[src/rtl/serial_fir_ctrl.sv]
// rtl/serial_fir_ctrl.sv - sequencing controller for the serial FIR datapath
// Accepts one sample, walks the tap address, and aligns accumulator strobes to the MAC pipeline.

module serial_fir_ctrl #(
   parameter int TAPS    = 16,
   parameter int ADDR_W  = 4,
   parameter int MAC_LAT = 2
) (
   input  logic              clk_i,
   input  logic              rstn_i,
   input  logic              sample_valid_i,
   output logic              sample_ready_o,
   output logic              shift_en_o,
   output logic [ADDR_W-1:0] tap_addr_o,
   output logic              acc_clr_o,
   output logic              acc_en_o,
   output logic              out_valid_o,
   output logic              busy_o,
   output logic              overrun_o
);

   typedef enum logic [1:0] {IDLE, MAC, DRAIN} state_t;

   localparam logic [ADDR_W-1:0] LAST_TAP   = ADDR_W'(TAPS - 1);
   localparam logic [2:0]        DRAIN_INIT = 3'(MAC_LAT - 1);

   state_t            state_q;
   logic [ADDR_W-1:0] cnt_q;
   logic [2:0]        drain_q;
   logic              ready_q;
   logic              busy_q;
   logic              out_valid_q;
   logic              overrun_q;

   logic              accept;
   logic              last_tap;
   logic [2:0]        stage0;
   logic [2:0]        tail;

   assign accept   = sample_valid_i & ready_q;
   assign last_tap = (cnt_q == LAST_TAP);

   // Strobes entering the delay line: {last product, first product, any product}
   assign stage0 = {(state_q == MAC) & last_tap,
                    (state_q == MAC) & (cnt_q == '0),
                    (state_q == MAC)};

   generate
      if (MAC_LAT == 0) begin : g_no_delay
         assign tail = stage0;
      end else begin : g_delay
         logic [3*MAC_LAT-1:0] pipe_q;
         if (MAC_LAT == 1) begin : g_one
            always_ff @(posedge clk_i or negedge rstn_i) begin
               if (!rstn_i) pipe_q <= '0;
               else         pipe_q <= stage0;
            end
         end else begin : g_many
            always_ff @(posedge clk_i or negedge rstn_i) begin
               if (!rstn_i) pipe_q <= '0;
               else         pipe_q <= {pipe_q[3*MAC_LAT-4:0], stage0};
            end
         end
         assign tail = pipe_q[3*MAC_LAT-1 -: 3];
      end
   endgenerate

   always_ff @(posedge clk_i or negedge rstn_i) begin
      if (!rstn_i) begin
         state_q     <= IDLE;
         cnt_q       <= '0;
         drain_q     <= '0;
         ready_q     <= 1'b0;
         busy_q      <= 1'b0;
         out_valid_q <= 1'b0;
         overrun_q   <= 1'b0;
      end else begin
         out_valid_q <= tail[2];
         if (sample_valid_i && !ready_q) overrun_q <= 1'b1;
         case (state_q)
            IDLE: begin
               if (accept) begin
                  state_q <= MAC;
                  cnt_q   <= '0;
                  ready_q <= 1'b0;
                  busy_q  <= 1'b1;
               end else begin
                  ready_q <= 1'b1;
               end
            end
            MAC: begin
               if (last_tap) begin
                  cnt_q <= '0;
                  if (MAC_LAT > 0) begin
                     state_q <= DRAIN;
                     drain_q <= DRAIN_INIT;
                  end else begin
                     state_q <= IDLE;
                     ready_q <= 1'b1;
                     busy_q  <= 1'b0;
                  end
               end else begin
                  cnt_q <= cnt_q + ADDR_W'(1);
               end
            end
            DRAIN: begin
               if (drain_q == 3'd0) begin
                  state_q <= IDLE;
                  ready_q <= 1'b1;
                  busy_q  <= 1'b0;
               end else begin
                  drain_q <= drain_q - 3'd1;
               end
            end
            default: state_q <= IDLE;
         endcase
      end
   end

   assign sample_ready_o = ready_q;
   assign shift_en_o     = accept;
   assign tap_addr_o     = cnt_q;
   assign acc_en_o       = tail[0];
   assign acc_clr_o      = tail[1];
   assign out_valid_o    = out_valid_q;
   assign busy_o         = busy_q;
   assign overrun_o      = overrun_q;

endmodule

[config.mk]
export PLATFORM = sky130hd
export DESIGN_NAME = serial_fir_ctrl
export DESIGN_NICKNAME = d
export VERILOG_FILES = /design/src/rtl/serial_fir_ctrl.sv
export SDC_FILE = /design/constraint.sdc
export NUM_CORES = 1
export LEC_CHECK = 0
export ABC_AREA = 1
export BUFFER_PORTS_ARGS = -buffer_cell sky130_fd_sc_hd__buf_2
export CORE_MARGIN = 1.5
export CORE_UTILIZATION = 55
export CTS_CLUSTER_DIAMETER = 30
export CTS_CLUSTER_SIZE = 12
export DETAILED_ROUTE_END_ITERATION = 8
export PLACE_DENSITY = 0.74
export SYNTH_ARGS = -nofsm -noshare
export SYNTH_HDL_FRONTEND = slang
export SYNTH_SLANG_ARGS = --single-unit
export TNS_END_PERCENT = 5
[constraint.sdc]
create_clock -name clk_i -period 2.3 [get_ports clk_i]
set_input_delay 0.115 -clock clk_i [delete_from_list [all_inputs] [get_ports clk_i]]
set_output_delay 0.115 -clock clk_i [all_outputs]
set_load 0.05 [all_outputs]
* After elaboration in Yosys (flattened, before gate mapping) *
Cells that the tools add are included.
Widths: inputs -> output; s select.

storage, ports and cells
  register bits = 19
  word-level logic and storage cells = 49
  input port bits = 3
  output and inout port bits = 11

operators by class
  muxes and demuxes = 16
  bitwise gates (word level) = 3
  add/subtract/negate cells = 2
  equal/unequal tests = 7
  reductions and logical operators = 13

operators by type and width
  cell                 number
  $reduce_and 3->1     3
  $mux 4               2
  $ne 2x2->1 const B   4
  $pmux 4 s2           1
  $mux 2               3
  $mux 3               2
  $pmux 2 s3           1
  $pmux 3 s2           1
  $reduce_bool 2->1    3
  $add 4x1->4 const B  1
  $eq 4x4->1 const B   1
  $logic_not 4->1      1
  $mux 1               4
  $pmux 1 s2           2
  $reduce_and 2->1     2
  $and 1x1->1          3
  $logic_not 3->1      1
  $sub 3x1->3 const B  1
  $eq 2x1->1 const B   1
  $eq 2x2->1 const B   1
  $logic_not 2->1      1
  $logic_and 1x1->1    1
  $logic_not 1->1      1

* Depth between registers and ports, before layout *
  depth after elaboration = 3
  depth in mapped cells = 7
  gate-level depth less buffers = 7

* Worst setup path after synthesis *
Ideal clock, no wire load.

  path kind = register to register
  start point = register ready_q (netlist: sample_ready_o)
  end point = register cnt_q[0] (netlist: tap_addr_o[0])
  data required time = 2155 ps
  library setup time = 145 ps
  setup slack = 744 ps
  cell stages (with the launch flop) = 6
  data arrival time = 1411 ps
  path through = dfrtp_1 > nand2_1 > inv_1 > nand2_2 > nand3_1 > o21ai_1

between the ends
  longest elaborated chain between the ends = 3

ends and longest elaborated chain
  what                        RTL line  text
  from (decl)                 30        logic ready_q;
  from (signal assigned)      73        ready_q <= 1'b0;
  from (signal assigned)      85        ready_q <= 1'b0;
  from (signal assigned)      88        ready_q <= 1'b1;
  $and 1x1->1                 40        assign accept = sample_valid_i & ready_q;
  net shift_en_o              13        output logic shift_en_o,
  $ne 2x2->1 (no line)        -
  $reduce_and 2->1 (no line)  -
  to (signal assigned)        103       cnt_q <= cnt_q + ADDR_W'(1);
  to (decl)                   28        logic [ADDR_W-1:0] cnt_q;

The timed path passes the listed nets, and every way through them passes these cells.
A chain may end at the register's enable or synchronous reset.

* Worst setup path after layout *
  start point = register cnt_q[0] (netlist: tap_addr_o[0])
  end point = register drain_q[2]

between the ends
  longest elaborated chain between the ends = 3

ends and longest elaborated chain
  what                        RTL line  text
  $eq 4x4->1                  41        assign last_tap = (cnt_q == LAST_TAP);
  $ne 2x2->1 (no line)        -
  $reduce_and 3->1 (no line)  -
  to (signal assigned)        112       drain_q <= drain_q - 3'd1;
  to (decl)                   29        logic [2:0] drain_q;

Every way passes these cells.

==> reports/results.tsv <==
metric	value	unit
status	completed	
grtUsageTotal	17.65	%
num_rows	13	
syn_nets	97	
synthMuxAreaShare	0	%
worst_slew_pin_slew	0.4163	ns
crit_family	flip-flops	
synth-seq-area-share	56.46	%
clock.fmax	0.7918	GHz
diodes	0	
cpMaxStageDelayCell	dfrtp_1	
cp-end-kind	flip-flop	
port_buffers	13	
drv_cap	0	
swShare	50.07	%
ys_types	16	
first_global_vias	562	
synthCells	90	
first_iter_violations	13	
critPathCapture	drain_q[2]$_DFFE_PN0P_	
crit_fanout	7	
die-area	1775	µm²
netlist_top_cells_area	dfrtp_1, nand2_1, ha_1	
cts.sinks	19	
die_h	42.13	µm
vdd_drop_max	0.9486	mV
crit_path_max_incr_delay	0.46	ns
seqPwrFrac	39.2	%
worstSetupStartpointType	flip-flop	
synth_compound_area_share	4.160	%
whs	0.03483	ns
fin_ws	1.037	ns
fin_nets	116	
insertion_delay	0.29	ns
required	2.49	ns
p_clk_share	12.4	%
grt_max_degree	20	
p_comb_share	48.4	%
p_int	0.6779	mW
core_area	1366	µm²
synth-seq-cells	19	
critPathKind	reg -> reg	
clkTransAtPathRegs	0.11	ns
dp_hpwl	1028	µm
drt-wirelength-per-cell	11.02	µm
power_density	1406	nW/µm²
asyncSetResetFlopFracSynth	100.0	%
grt_pass1_wl	2318	µm
antenna_left	0	
cts_tree	done	
synth_area	842.1	µm²
synth_edf_count	0	
crit_arrival	1.45	ns
p_leak	0.5414	nW
cts_buffers	3	
yosysMostFrequentCell	nand2_1	
synth_top_area_share	56.46	%
hold_viol	0	
crit_start	tap_addr_o[0]$_DFFE_PN0P_	
ios	14	
drtPass1Iterations	4	
post_cts_resize_count	0	
pre_cts_ws	1.063	ns
yosysWarnings	0	
area_growth	14.71	%
drive_gt1_share	24.07	%
synth-simple-area-share	25.71	%
yosysTopAreaCell	dfrtp_1	
avgSynthCellArea	9.356	µm²
p_switching	0.6799	mW
yosys.area_share.xor_xnor	0	%
gp_congestion	0.8485	
cp_num_cells	7	
worst_r2r_path_depth	7	
worstPathCellList	ha_1 > nand3_1 > inv_2 > nand2_4 > nand2_4 > nand2_1 > nand2_1	
cts_root_buf	clkbuf_4	
period_share	54.91	%
htreeDepth	1	
rsz0062_at_grt	no	
maxSlewHeadroom	72.25	%
synth_ff_type	dfrtp_1	
clk_path_buf_depth	2	
hp-class	in -> reg	
num_vias	601	
crit_buf_inv	1	
min_period	1.263	ns
detail_route.vias_per_cell	4.886	
reg2reg_from	tap_addr_o[0]$_DFFE_PN0P_	
slew_viol_final	0	
fin_skew	0.002532	ns
initial_utilization	61.63	%
ff2ff_setup_slack	1.04	ns
setup_viol	0	
synthAdderAreaFrac	5.944	%
grt-ovfl-total	0	
worstReg2RegEnd	drain_q[2]$_DFFE_PN0P_	
antenna_found_initial	0	
drt_wl_total	1356	µm
drc	0	
setup_tns	0	ns
yosys-top-cells-count	nand2_1, dfrtp_1, inv_1	
die_w	42.13	µm
synth_top_family_by_area	simple AND/OR/NAND/NOR gates	
routing by layer:
layer	GRT usage, %	up-vias	wire [µm]
met4	9.375	0	26
met1	21.29	268	638
met2	29.38	16	636
met3	3.879	4	54
met5	0	-	0
li1	-	313	-
per-stage QoR:
step | cells | instance area [µm²] | power [mW] | utilization, %
after floorplan | 90 | 842.1 | 1.048 | -
after global placement | 118 | 925.9 | 1.180 | 67.77
after detailed placement | 118 | 925.9 | 1.201 | 67.77
after CTS | 123 | 965.9 | 1.374 | 70.70
after global routing | 123 | 965.9 | 1.448 | 70.70
final | 123 | 965.9 | 1.358 | 70.70
power groups by stage:
stage / registers [mW] / logic (mW) / clock network (mW)
floorplan: 0.763 / 0.285 / 0
global placement: 0.530 / 0.650 / 0
detailed placement: 0.540 / 0.661 / 0
CTS: 0.533 / 0.664 / 0.178
global route: 0.544 / 0.715 / 0.189
finish: 0.532 / 0.657 / 0.168
kinds of logic (layout without fill, tap and decap cells):
| family | Yosys count | count (layout) |
|---|---|---|
| buffers and inverters | 16 | 34 |
| flip-flops | 19 | 19 |
| AO/OA/AOI/OAI | 6 | 6 |
| adder cells (fa/ha/maj) | 4 | 4 |
| AND/OR/NAND/NOR | 45 | 45 |
state kept, by name (all words and copies together), names as in the netlist:
name            cells
busy_o              1
drain_q             3
g_delay.pipe_q      6
out_valid_o         1
overrun_o           1
sample_ready_o      1
state_q             2
tap_addr_o          4
cell type report:
cell class / instances / area [µm²]
clock buffers: 3 / 22.52
clock inverters: 1 / 7.507
fillers: 104 / 400.4
inverters: 16 / 65.06
multi-input cells: 55 / 301.5
flip-flops and latches: 19 / 475.5
well taps: 15 / 18.77
repair buffers: 14 / 75.07
cell usage in the layout, fill, tap and decap left out, drive strengths merged:
cell / Yosys / layout
nor2: 4 / 4
dfrtp: 19 / 19
nand2: 29 / 29
o21ai: 2 / 2
buf: 0 / 13
clkinvlp: 0 / 1
ha: 4 / 4
nand3: 10 / 10
a21boi: 1 / 1
inv: 16 / 16
dlygate4sd3: 0 / 1
nand4: 2 / 2
clkbuf: 0 / 3
a21o: 1 / 1
a21oi: 2 / 2
how the worst min path moves through the flow:
stage                         startpoint                     endpoint  cells after the start
after floorplan                   rstn_i           busy_o$_DFFE_PN0P_                      0
after global placement            rstn_i  g_delay.pipe_q[3]$_DFF_PN0_                      1
after detailed placement          rstn_i  g_delay.pipe_q[4]$_DFF_PN0_                      1
after CTS                 sample_valid_i        overrun_o$_DFFE_PN0P_                      2
after global routing      sample_valid_i        overrun_o$_DFFE_PN0P_                      2
final                     sample_valid_i        overrun_o$_DFFE_PN0P_                      2
timing repair:
action | CTS | global route
hold buffers | 1 | 0
setup buffers | 0 | 0
endpoints found under the hold margin | 19 | 0
No activity file was read; power rests on OpenSTA's default activity.
